==> src/rtl/exec_unit_if.sv <==
// Operation request / result bundle between the decode stage and exec_unit.
interface exec_unit_if;
  logic        valid_in;
  logic [3:0]  Aluop;
  logic [1:0]  SHTOp;
  logic [31:0] srca;
  logic [31:0] srcb;
  logic [4:0]  shamt;
  logic        shvar;
  logic        mfhi;
  logic        mflo;
  logic [31:0] result;
  logic        valid_out;
  logic        overflow;
  logic        busy;
  logic [31:0] hi;
  logic [31:0] lo;

  // Decoder side: presents operations, observes results.
  modport master (
    output valid_in, Aluop, SHTOp, srca, srcb, shamt, shvar, mfhi, mflo,
    input  result, valid_out, overflow, busy, hi, lo
  );

  // Execution side: consumes operations, produces results.
  modport slave (
    input  valid_in, Aluop, SHTOp, srca, srcb, shamt, shvar, mfhi, mflo,
    output result, valid_out, overflow, busy, hi, lo
  );
endinterface

==> src/rtl/exec_unit.sv <==
// Integer execution unit: single-cycle ALU/shifter with a registered result,
// plus an iterative (1 bit per cycle, 32 cycles) multiply/divide unit that
// owns the architectural HI/LO pair.
//
// state   | meaning
// --------+-----------------------------------------------------------
// S_IDLE  | accepting operations; single-cycle results land next edge
// S_MD    | multiply/divide iterating; busy high, new ops held upstream
module exec_unit (
  input  logic     clk,
  input  logic     reset,
  exec_unit_if.slave bus
);

  localparam logic [3:0] OP_ADDU = 4'b0000;
  localparam logic [3:0] OP_ADD  = 4'b0001;
  localparam logic [3:0] OP_SUBU = 4'b0010;
  localparam logic [3:0] OP_SUB  = 4'b0011;
  localparam logic [3:0] OP_AND  = 4'b0100;
  localparam logic [3:0] OP_OR   = 4'b0101;
  localparam logic [3:0] OP_NOR  = 4'b0110;
  localparam logic [3:0] OP_XOR  = 4'b0111;
  localparam logic [3:0] OP_SLTU = 4'b1000;
  localparam logic [3:0] OP_SLT  = 4'b1001;
  localparam logic [3:0] OP_MULT = 4'b1010;
  localparam logic [3:0] OP_MULU = 4'b1011;
  localparam logic [3:0] OP_DIV  = 4'b1100;
  localparam logic [3:0] OP_DIVU = 4'b1101;
  localparam logic [3:0] OP_LUI  = 4'b1110;

  localparam logic [1:0] SH_SLL = 2'b01;
  localparam logic [1:0] SH_SRL = 2'b10;
  localparam logic [1:0] SH_SRA = 2'b11;

  typedef enum logic {S_IDLE, S_MD} state_t;

  state_t      r_state;
  logic [31:0] r_result;
  logic        r_valid_out;
  logic        r_overflow;
  logic        r_busy;
  logic [31:0] r_hi;
  logic [31:0] r_lo;
  logic [5:0]  r_count;

  // Multiply/divide working state, latched at acceptance.
  logic        r_is_div;
  logic        r_neg_q;     // negate product (mult) or quotient (div)
  logic        r_neg_r;     // negate remainder (signed dividend was negative)
  logic        r_div0;
  logic [31:0] r_src_a;     // original dividend, reported as HI on divide by zero
  logic [31:0] r_opb;       // multiplicand magnitude or divisor magnitude
  logic [31:0] r_acc_hi;    // partial product high / partial remainder
  logic [31:0] r_acc_lo;    // multiplier shifting out / dividend shifting out, quotient in

  logic [4:0]  w_amt;
  logic        w_is_md;
  logic        w_md_signed;
  logic [31:0] w_sum;
  logic [31:0] w_diff;
  logic [31:0] w_abs_a;
  logic [31:0] w_abs_b;
  logic [31:0] w_result;
  logic        w_overflow;

  logic [32:0] w_mul_sum;
  logic [32:0] w_rem_sh;
  logic [32:0] w_rem_sub;
  logic        w_q_bit;
  logic [31:0] w_step_hi;
  logic [31:0] w_step_lo;
  logic [63:0] w_prod_fix;
  logic [31:0] w_fin_hi;
  logic [31:0] w_fin_lo;

  assign w_amt       = bus.shvar ? bus.srca[4:0] : bus.shamt;
  assign w_sum       = bus.srca + bus.srcb;
  assign w_diff      = bus.srca - bus.srcb;
  assign w_md_signed = (bus.Aluop == OP_MULT) || (bus.Aluop == OP_DIV);
  assign w_abs_a     = (w_md_signed && bus.srca[31]) ? (32'd0 - bus.srca) : bus.srca;
  assign w_abs_b     = (w_md_signed && bus.srcb[31]) ? (32'd0 - bus.srcb) : bus.srcb;
  assign w_is_md     = !bus.mfhi && !bus.mflo && (bus.SHTOp == 2'b00) &&
                       ((bus.Aluop == OP_MULT) || (bus.Aluop == OP_MULU) ||
                        (bus.Aluop == OP_DIV)  || (bus.Aluop == OP_DIVU));

  // Single-cycle result select: mfhi > mflo > shifter > ALU.
  always_comb begin
    w_result   = 32'd0;
    w_overflow = 1'b0;
    if (bus.mfhi) begin
      w_result = r_hi;
    end else if (bus.mflo) begin
      w_result = r_lo;
    end else if (bus.SHTOp != 2'b00) begin
      case (bus.SHTOp)
        SH_SLL:  w_result = bus.srcb << w_amt;
        SH_SRL:  w_result = bus.srcb >> w_amt;
        SH_SRA:  w_result = $unsigned($signed(bus.srcb) >>> w_amt);
        default: w_result = 32'd0;
      endcase
    end else begin
      case (bus.Aluop)
        OP_ADDU: w_result = w_sum;
        OP_ADD: begin
          w_result   = w_sum;
          w_overflow = (bus.srca[31] == bus.srcb[31]) && (w_sum[31] != bus.srca[31]);
        end
        OP_SUBU: w_result = w_diff;
        OP_SUB: begin
          w_result   = w_diff;
          w_overflow = (bus.srca[31] != bus.srcb[31]) && (w_diff[31] != bus.srca[31]);
        end
        OP_AND:  w_result = bus.srca & bus.srcb;
        OP_OR:   w_result = bus.srca | bus.srcb;
        OP_NOR:  w_result = ~(bus.srca | bus.srcb);
        OP_XOR:  w_result = bus.srca ^ bus.srcb;
        OP_SLTU: w_result = {31'd0, (bus.srca < bus.srcb)};
        OP_SLT:  w_result = {31'd0, ($signed(bus.srca) < $signed(bus.srcb))};
        OP_LUI:  w_result = {bus.srcb[15:0], 16'h0000};
        default: w_result = 32'd0;
      endcase
    end
  end

  // One shift-add (multiply) or restoring-subtract (divide) step on magnitudes.
  always_comb begin
    w_mul_sum = {1'b0, r_acc_hi} + (r_acc_lo[0] ? {1'b0, r_opb} : 33'd0);
    w_rem_sh  = {r_acc_hi, r_acc_lo[31]};
    w_rem_sub = w_rem_sh - {1'b0, r_opb};
    w_q_bit   = !w_rem_sub[32];
    if (r_is_div) begin
      w_step_hi = w_q_bit ? w_rem_sub[31:0] : w_rem_sh[31:0];
      w_step_lo = {r_acc_lo[30:0], w_q_bit};
    end else begin
      w_step_hi = w_mul_sum[32:1];
      w_step_lo = {w_mul_sum[0], r_acc_lo[31:1]};
    end
  end

  // Sign fix-up and divide-by-zero override applied on the final step.
  always_comb begin
    w_prod_fix = r_neg_q ? (64'd0 - {w_step_hi, w_step_lo}) : {w_step_hi, w_step_lo};
    w_fin_hi   = w_prod_fix[63:32];
    w_fin_lo   = w_prod_fix[31:0];
    if (r_is_div) begin
      if (r_div0) begin
        w_fin_hi = r_src_a;
        w_fin_lo = 32'hFFFF_FFFF;
      end else begin
        w_fin_hi = r_neg_r ? (32'd0 - w_step_hi) : w_step_hi;
        w_fin_lo = r_neg_q ? (32'd0 - w_step_lo) : w_step_lo;
      end
    end
  end

  // Control FSM with registered outputs; reset overrides accepts and completions.
  always_ff @(posedge clk) begin
    if (reset) begin
      r_state     <= S_IDLE;
      r_result    <= 32'd0;
      r_valid_out <= 1'b0;
      r_overflow  <= 1'b0;
      r_busy      <= 1'b0;
      r_hi        <= 32'd0;
      r_lo        <= 32'd0;
      r_count     <= 6'd0;
      r_is_div    <= 1'b0;
      r_neg_q     <= 1'b0;
      r_neg_r     <= 1'b0;
      r_div0      <= 1'b0;
      r_src_a     <= 32'd0;
      r_opb       <= 32'd0;
      r_acc_hi    <= 32'd0;
      r_acc_lo    <= 32'd0;
    end else begin
      r_valid_out <= 1'b0;
      case (r_state)
        S_IDLE: begin
          if (bus.valid_in) begin
            if (w_is_md) begin
              r_state  <= S_MD;
              r_busy   <= 1'b1;
              r_count  <= 6'd0;
              r_is_div <= bus.Aluop[2];
              r_neg_q  <= w_md_signed && (bus.srca[31] ^ bus.srcb[31]);
              r_neg_r  <= w_md_signed && bus.srca[31];
              r_div0   <= (bus.srcb == 32'd0);
              r_src_a  <= bus.srca;
              r_acc_hi <= 32'd0;
              if (bus.Aluop[2]) begin
                r_opb    <= w_abs_b;
                r_acc_lo <= w_abs_a;
              end else begin
                r_opb    <= w_abs_a;
                r_acc_lo <= w_abs_b;
              end
            end else begin
              r_result    <= w_result;
              r_overflow  <= w_overflow;
              r_valid_out <= 1'b1;
            end
          end
        end
        S_MD: begin
          r_acc_hi <= w_step_hi;
          r_acc_lo <= w_step_lo;
          if (r_count == 6'd31) begin
            r_hi    <= w_fin_hi;
            r_lo    <= w_fin_lo;
            r_busy  <= 1'b0;
            r_count <= 6'd0;
            r_state <= S_IDLE;
          end else begin
            r_count <= r_count + 6'd1;
          end
        end
        default: r_state <= S_IDLE;
      endcase
    end
  end

  assign bus.result    = r_result;
  assign bus.valid_out = r_valid_out;
  assign bus.overflow  = r_overflow;
  assign bus.busy      = r_busy;
  assign bus.hi        = r_hi;
  assign bus.lo        = r_lo;

endmodule

==> src/flat_wrapper.sv <==
// flat-port wrapper written by rule: the top's interface ports become plain ports
module exec_unit_flat 
  (clk, reset, bus_valid_in, bus_Aluop, bus_SHTOp, bus_srca, bus_srcb, bus_shamt, bus_shvar, bus_mfhi, bus_mflo, bus_result, bus_valid_out, bus_overflow, bus_busy, bus_hi, bus_lo);
  exec_unit_if bus_i ();
  input  logic clk;
  input  logic reset;
  input wire logic [$bits(bus_i.valid_in)-1:0] bus_valid_in;
  input wire logic [$bits(bus_i.Aluop)-1:0] bus_Aluop;
  input wire logic [$bits(bus_i.SHTOp)-1:0] bus_SHTOp;
  input wire logic [$bits(bus_i.srca)-1:0] bus_srca;
  input wire logic [$bits(bus_i.srcb)-1:0] bus_srcb;
  input wire logic [$bits(bus_i.shamt)-1:0] bus_shamt;
  input wire logic [$bits(bus_i.shvar)-1:0] bus_shvar;
  input wire logic [$bits(bus_i.mfhi)-1:0] bus_mfhi;
  input wire logic [$bits(bus_i.mflo)-1:0] bus_mflo;
  output wire logic [$bits(bus_i.result)-1:0] bus_result;
  output wire logic [$bits(bus_i.valid_out)-1:0] bus_valid_out;
  output wire logic [$bits(bus_i.overflow)-1:0] bus_overflow;
  output wire logic [$bits(bus_i.busy)-1:0] bus_busy;
  output wire logic [$bits(bus_i.hi)-1:0] bus_hi;
  output wire logic [$bits(bus_i.lo)-1:0] bus_lo;
  assign bus_i.valid_in = bus_valid_in;
  assign bus_i.Aluop = bus_Aluop;
  assign bus_i.SHTOp = bus_SHTOp;
  assign bus_i.srca = bus_srca;
  assign bus_i.srcb = bus_srcb;
  assign bus_i.shamt = bus_shamt;
  assign bus_i.shvar = bus_shvar;
  assign bus_i.mfhi = bus_mfhi;
  assign bus_i.mflo = bus_mflo;
  assign bus_result = bus_i.result;
  assign bus_valid_out = bus_i.valid_out;
  assign bus_overflow = bus_i.overflow;
  assign bus_busy = bus_i.busy;
  assign bus_hi = bus_i.hi;
  assign bus_lo = bus_i.lo;
  exec_unit u_core (.clk(clk), .reset(reset), .bus(bus_i));
endmodule
==> config.mk <==
export PLATFORM = sky130hd
export DESIGN_NAME = exec_unit_flat
export DESIGN_NICKNAME = d
export VERILOG_FILES = /design/src/rtl/exec_unit_if.sv /design/src/rtl/exec_unit.sv /design/src/flat_wrapper.sv
export SDC_FILE = /design/constraint.sdc
export NUM_CORES = 2
export LEC_CHECK = 0
export ABC_AREA = 0
export CAP_MARGIN = 25
export CORE_MARGIN = 4
export CORE_UTILIZATION = 31
export DETAILED_ROUTE_END_ITERATION = 16
export GPL_TIMING_DRIVEN = 0
export HOLD_SLACK_MARGIN = 0.03
export PLACE_DENSITY = 0.57
export SETUP_SLACK_MARGIN = 0.5
export SLEW_MARGIN = 20
export SYNTH_ARGS = -nofsm -noshare
export SYNTH_HDL_FRONTEND = slang
export SYNTH_SLANG_ARGS = --single-unit
export TNS_END_PERCENT = 30
==> constraint.sdc <==
create_clock -name clk -period 8.78 [get_ports clk]
set_input_delay 2.634 -clock clk [delete_from_list [all_inputs] [get_ports clk]]
set_output_delay 2.634 -clock clk [all_outputs]
set_load 0.02 [all_outputs]
# Yosys cells after proc, flatten, opt, wreduce, memory -nomap -nowiden
# Index checks and enable logic that the tools add are counted.
# totals
mem_bits_rw	0
in_bits	81
latch_bits	0
out_inout_bits	99
mem_count	0
mem_bits_ro	0
regBits	238
word_cells	135
# classes
shift	3
eq_ne	25
bitwise	8
n_mul	0
reduce_logical	27
n_lt_le_gt_ge	2
addsub	10
n_div	0
n_mux	44
# ops
op	n
$mux 32	21
$pmux 32 s9	1
$pmux 32 s2	2
$sub 1x32->32 const A	4
$pmux 32 s3	1
$lt 32x32->1	2
$mux 64	1
$sub 1x64->64 const A	1
$add 32x33->33	1
$sub 33x32->33	1
$add 32x32->32	1
$and 32x32->32	1
$logic_not 32->1	1
$not 32->32	1
$or 32x32->32	1
$shl 32x5->32	1
$shr 32x5->32	1
$sshr 32x5->32	1
$sub 32x32->32	1
$xor 32x32->32	1
$eq 4x4->1 const B	7
$mux 6	3
$eq 4x3->1 const B	4
$pmux 6 s2	1
25 further kinds	59

# Longest topological paths before layout
# depth
ltp_word	8
mapped_depth	24
ltp_nobuf	23

# Worst setup path after synthesis
# Ideal clock, no wire load.
# synth_timing
kind	input to register
startpoint	input bus_srca[9]
endpoint	register u_core.r_result[29], in the netlist u_core.bus.result[29]
n_path_buf	1
setup_slack_ps	2907
required_time_ps	8689
setup_ps	91
cell_stages	17
t_arrival_ps	5782
path_cell_list	inv_1 ha_1 clkbuf_1 nor2b_1 o21bai_1 a21oi_1 o21bai_1 nand2b_1 o2bb2ai_1 a31oi_1 a2111oi_0 o31ai_1 a2111oi_0 o21bai_1 xnor2_1 o211ai_1 a311oi_1
# synth_via
elab_chain_cells	5
elab_cells_between_ends	6
cone_classes	add/sub (2); mux (4)
# synth_rtl
element	line_no	text
from (decl)	flat_wrapper.sv:10	input wire logic [$bits(bus_i.srca)-1:0] bus_srca;
$sub 32x32->32 or $add 32x32->32 (tied branches)	exec_unit.sv:78, exec_unit.sv:77	
$pmux 32 s9 (*)	exec_unit.sv:102	case (bus.Aluop)
$mux 32 (*)	exec_unit.sv:94	end else if (bus.SHTOp != 2'b00) begin
$mux 32 (*)	exec_unit.sv:92	end else if (bus.mflo) begin
$mux 32 (*)	exec_unit.sv:90	if (bus.mfhi) begin
to (signal assigned)	exec_unit.sv:198	r_result <= w_result;
to (decl)	exec_unit.sv:38	logic [31:0] r_result;
# Every way passes the cells marked *; elsewhere a longest branch is shown, timed or not.
# A chain may end at the register's enable or synchronous reset.

# Final worst setup path
# layout_timing
startpoint	input bus_srca[1]
endpoint	register u_core.r_result[13], in the netlist u_core.bus.result[13]
# layout_via
elab_chain_cells	6
elab_cells_between_ends	11
cone_classes	add/sub (2); shift (3); mux (6)
# layout_rtl
element	line_no
parallel branches: the longest is 3 deep, another holds $sub 32x32->32	--
$mux 32 (*)	exec_unit.sv:94
$mux 32 (*)	exec_unit.sv:92
$mux 32 (*)	exec_unit.sv:90
# Every way passes the cells marked *.

==> reports/qor.json <==
{
  "final_layout": {
    "syn_to_final_growth_pct": 15.8,
    "stdcell_area_mm2": 0.0311,
    "drive_gt1_share_pct": 4.43,
    "multiInputGateArea_mm2": 0.0205,
    "final_nets": 4332,
    "register_area_mm2": 0.00476,
    "fillerInstances": 9335
  },
  "synthesis": {
    "ys.warnings.count": 0,
    "number_of_synthesized_flops_with_an_enable_pin": 0,
    "synthArstFlopShare_pct": 0,
    "synth_top_area_cell": "dfxtp_1",
    "synth-compound-area-share_pct": 32.9,
    "netlist_top_cells_count": "nor2_1, nand2_1, a21oi_1",
    "synth.area.top_cells": "dfxtp_1, ha_1, a21oi_1, nor2_1, nand2_1",
    "synth_largest_type_area_fraction_pct": 17.7,
    "synth_adder_area_share_pct": 7.97,
    "xor_and_xnor_area_share_after_synthesis_pct": 6.90,
    "cell_count_after_synthesis": 3876,
    "dominant_combinational_cell_family_by_area_after_synthesis": "compound AO/OA/AOI/OAI gates",
    "yosys.cell_count.top_type": "nor2_1",
    "muxShareOfSynthArea_pct": 5.82,
    "synthesis.nets": 4126,
    "yosys.cell_types.count": 104,
    "synth_sequential_area_ratio_pct": 17.7,
    "dominantRegCellSynth": "dfxtp_1",
    "yosys.area_share.simple_pct": 22.4,
    "avgSynthCellArea_um2": 6.94,
    "mappedNetlistArea_mm2": 0.0269,
    "synth-seq-cells": 238
  },
  "pwr": {
    "combPwrFrac_pct": 34.3,
    "p_clk_share_pct": 35.6,
    "fraction_of_power_consumed_by_sequential_logic_pct": 30.1,
    "power-per-cell-area_mw_per_mm2": 117,
    "power.static_leakage_uw": 0.0119,
    "p_int_uw": 2210,
    "ir_drop_uv": 161,
    "p_sw_uw": 1450,
    "p_total_uw": 3650,
    "sw_frac_of_total_pct": 39.6
  },
  "flow_run": {
    "cap_viol_max_count": 0
  },
  "cts": {
    "cts_made_buffers": 29,
    "tritoncts": "yes",
    "postCtsSetupBuffers": 0,
    "clk_transition_reported_paths_ns": 0.06,
    "post_cts_resized": 0,
    "cts.hold.buffers_added": 0,
    "clkSinkCount": 238,
    "buffer_cell_driving_the_clock_tree_root": "clkbuf_16",
    "clock_insertion_delay_worst_skew_ns": 0.62,
    "htree_levels": 1,
    "max_buffers_root_to_sink": 3
  },
  "sta": {
    "final_number_of_hold_violating_endpoints": 0,
    "slew_headroom_pct": 17.1,
    "finalSetupViolCount": 0,
    "fin_worst_skew_ns": 0.0637,
    "setup-tns-final_ns": 0,
    "final.min_clock_period_ns": 7.88,
    "finalCritPeriodShare_pct": 89.8,
    "max_freq_mhz": 127,
    "rsz0062_at_grt": "false",
    "layout_setup_ws_ns": 0.898,
    "tightest_slew_ns": 1.24,
    "drv_slew": 0
  },
  "worst_setup_path": {
    "timing.critical_path.to_type": "flop",
    "cp-start-kind": "input port",
    "regToRegSetupSlack_ns": 1.93,
    "critPathRequiredTime_ns": 9.25,
    "critical_path_class": "input port to flop",
    "worstPathArrival_ns": 8.35,
    "critical_path_fanout_max": 10
  },
  "place": {
    "placement.setup.worst_slack_ns": 0.569,
    "dp_hpwl_um": 130000,
    "placed_cell_area_mm2": 0.0301,
    "portBuffers": 174,
    "globalplace.congestion": 1.06
  },
  "grt": {
    "grt_use_total_pct": 33.0,
    "vias_in_the_first_global_route": 29842,
    "grt_pass1_wl_um": 221000,
    "global_route.overflow_total": 0,
    "grt_antenna_before_repair": 7,
    "pin_count_of_the_biggest_net_entering_global_routing": 16
  },
  "die": {
    "die_y_um": 303,
    "fp.dieArea_mm2": 0.0916,
    "die_w_um": 303,
    "std_cell_rows": 107,
    "ioPinCount": 180,
    "fp.coreArea_mm2": 0.0857,
    "floorplan.initialDensity_pct": 31.4
  },
  "route": {
    "avgViaCountPerCell": 6.35,
    "average_wire_length_per_cell_after_detail_routing_um": 30.4,
    "detail_route.drc_violations": 0,
    "route.antenna.remaining_nets": 0,
    "first_pass_iters": 10,
    "num_vias": 33343,
    "routed_wirelength_um": 159000,
    "detail_route.iter0.violations": 5512
  },
  "hold_path": {
    "hold_path.class": "flop to flop"
  },
  "run_status": {
    "status": "finished clean"
  }
}
path summary, 6_finish.rpt:
kind,startpoint,endpoint,cells after the start
setup / recovery,bus_srca[1],u_core.bus.result[13],17
hold / removal,u_core.r_opb[2],u_core.r_opb[2],2
setup reg to reg,u_core.r_acc_lo[31],u_core.bus.hi[24],23
hold reg to reg,u_core.r_opb[2],u_core.r_opb[2],2
through the flow:
step	utilization [%]	hold slack [ns]	instances
3_5_place_dp	35.1	0.455	5194
5_1_grt	36.3	0.489	5248
2_1_floorplan	-	0.433	3876
3_3_place_gp	35.1	0.451	5194
4_1_cts	36.3	0.464	5247
6_report	36.3	0.466	5250
logic make-up (layout without fill, tap and decap cells):
logic type | after synthesis | in the layout
compound gates | 1343 | 1343
buf+inv | 432 | 660
flops | 238 | 238
mux | 151 | 151
xor+xnor | 212 | 212
other cells | 0 | 2
simple gates | 1331 | 1331
fa+ha+maj | 169 | 169
placed cells by master, fill, tap and decap left out, types with 25 or more instances in the layout:
cell and count:
nor2_1 477, nand2_1 423, a21oi_1 381, o21ai_0 299, dfxtp_1 238, clkbuf_1 230
clkdlybuf4s50_1 174, ha_1 165, inv_1 154, xnor2_1 148, mux2i_1 116, nor3_1 93
a211oi_1 79, nand3_1 71, o211ai_1 67, xor2_1 64, a31oi_1 52, a21o_1 46
a222oi_1 46, and2_1 45, a22oi_1 37, nand4_1 35, o31ai_1 34, mux2_2 32
o21bai_1 31, and3_1 29, clkbuf_16 29, nand2b_1 28, buf_1 25, nor4_1 25
metal layers:
metal,up-vias,global-route usage (%),share of wire (%)
met3,409,9.92,14
met4,8,14.6,5.5
met2,2440,46.0,39
li1,14569,-,-
met5,-,0,0.10
met1,15917,46.5,42
sequential cells by signal (all words and copies together), names as in the netlist:
name                  cells
u_core.bus.result        32
u_core.r_div0             1
u_core.bus.valid_out      1
u_core.bus.busy           1
u_core.r_src_a           32
u_core.r_is_div           1
u_core.bus.overflow       1
u_core.r_neg_r            1
u_core.r_acc_lo          32
u_core.r_opb             32
u_core.r_count            6
u_core.r_state            1
u_core.bus.lo            32
u_core.r_neg_q            1
u_core.r_acc_hi          32
u_core.bus.hi            32
power groups by stage:
| stage | sequential (uW) | combinational (uW) | clock, uW |
|---|---|---|---|
| 4_1_cts | 1100 | 1170 | 1300 |
| 3_3_place_gp | 1120 | 1180 | 0 |
| 5_1_grt | 1100 | 1280 | 1340 |
| 2_1_floorplan | 1130 | 645 | 0 |
| 6_report | 1100 | 1250 | 1300 |
| 3_5_place_dp | 1120 | 1170 | 0 |
worst max-delay path, cell delays in order:
cell	delay (ns)
clkdlybuf4s50_1	0.98
inv_1	0.34
ha_1	0.40
a21o_1	0.19
a21oi_1	0.25
o21ai_0	0.15
a31o_2	0.29
a221o_1	0.32
a21o_1	0.20
a21o_1	0.23
nor2_1	0.10
a31oi_1	0.08
and2_1	0.23
o21ai_0	0.78
a2111oi_0	0.39
a2111oi_0	0.66
nor3_1	0.10
final cells by class:
cell class | instances | share of cell area [%]
inverter | 159 | 1.92
antenna | 2 | 0.0161
buffer | 273 | 3.50
sequential | 238 | 15.3
tap | 1144 | 4.60
timing repair buffer | 175 | 5.61
clock inverter | 17 | 0.699
clock buffer | 36 | 2.58
multi-input combinational | 3206 | 65.8
(Power assumes the default switching activity.)
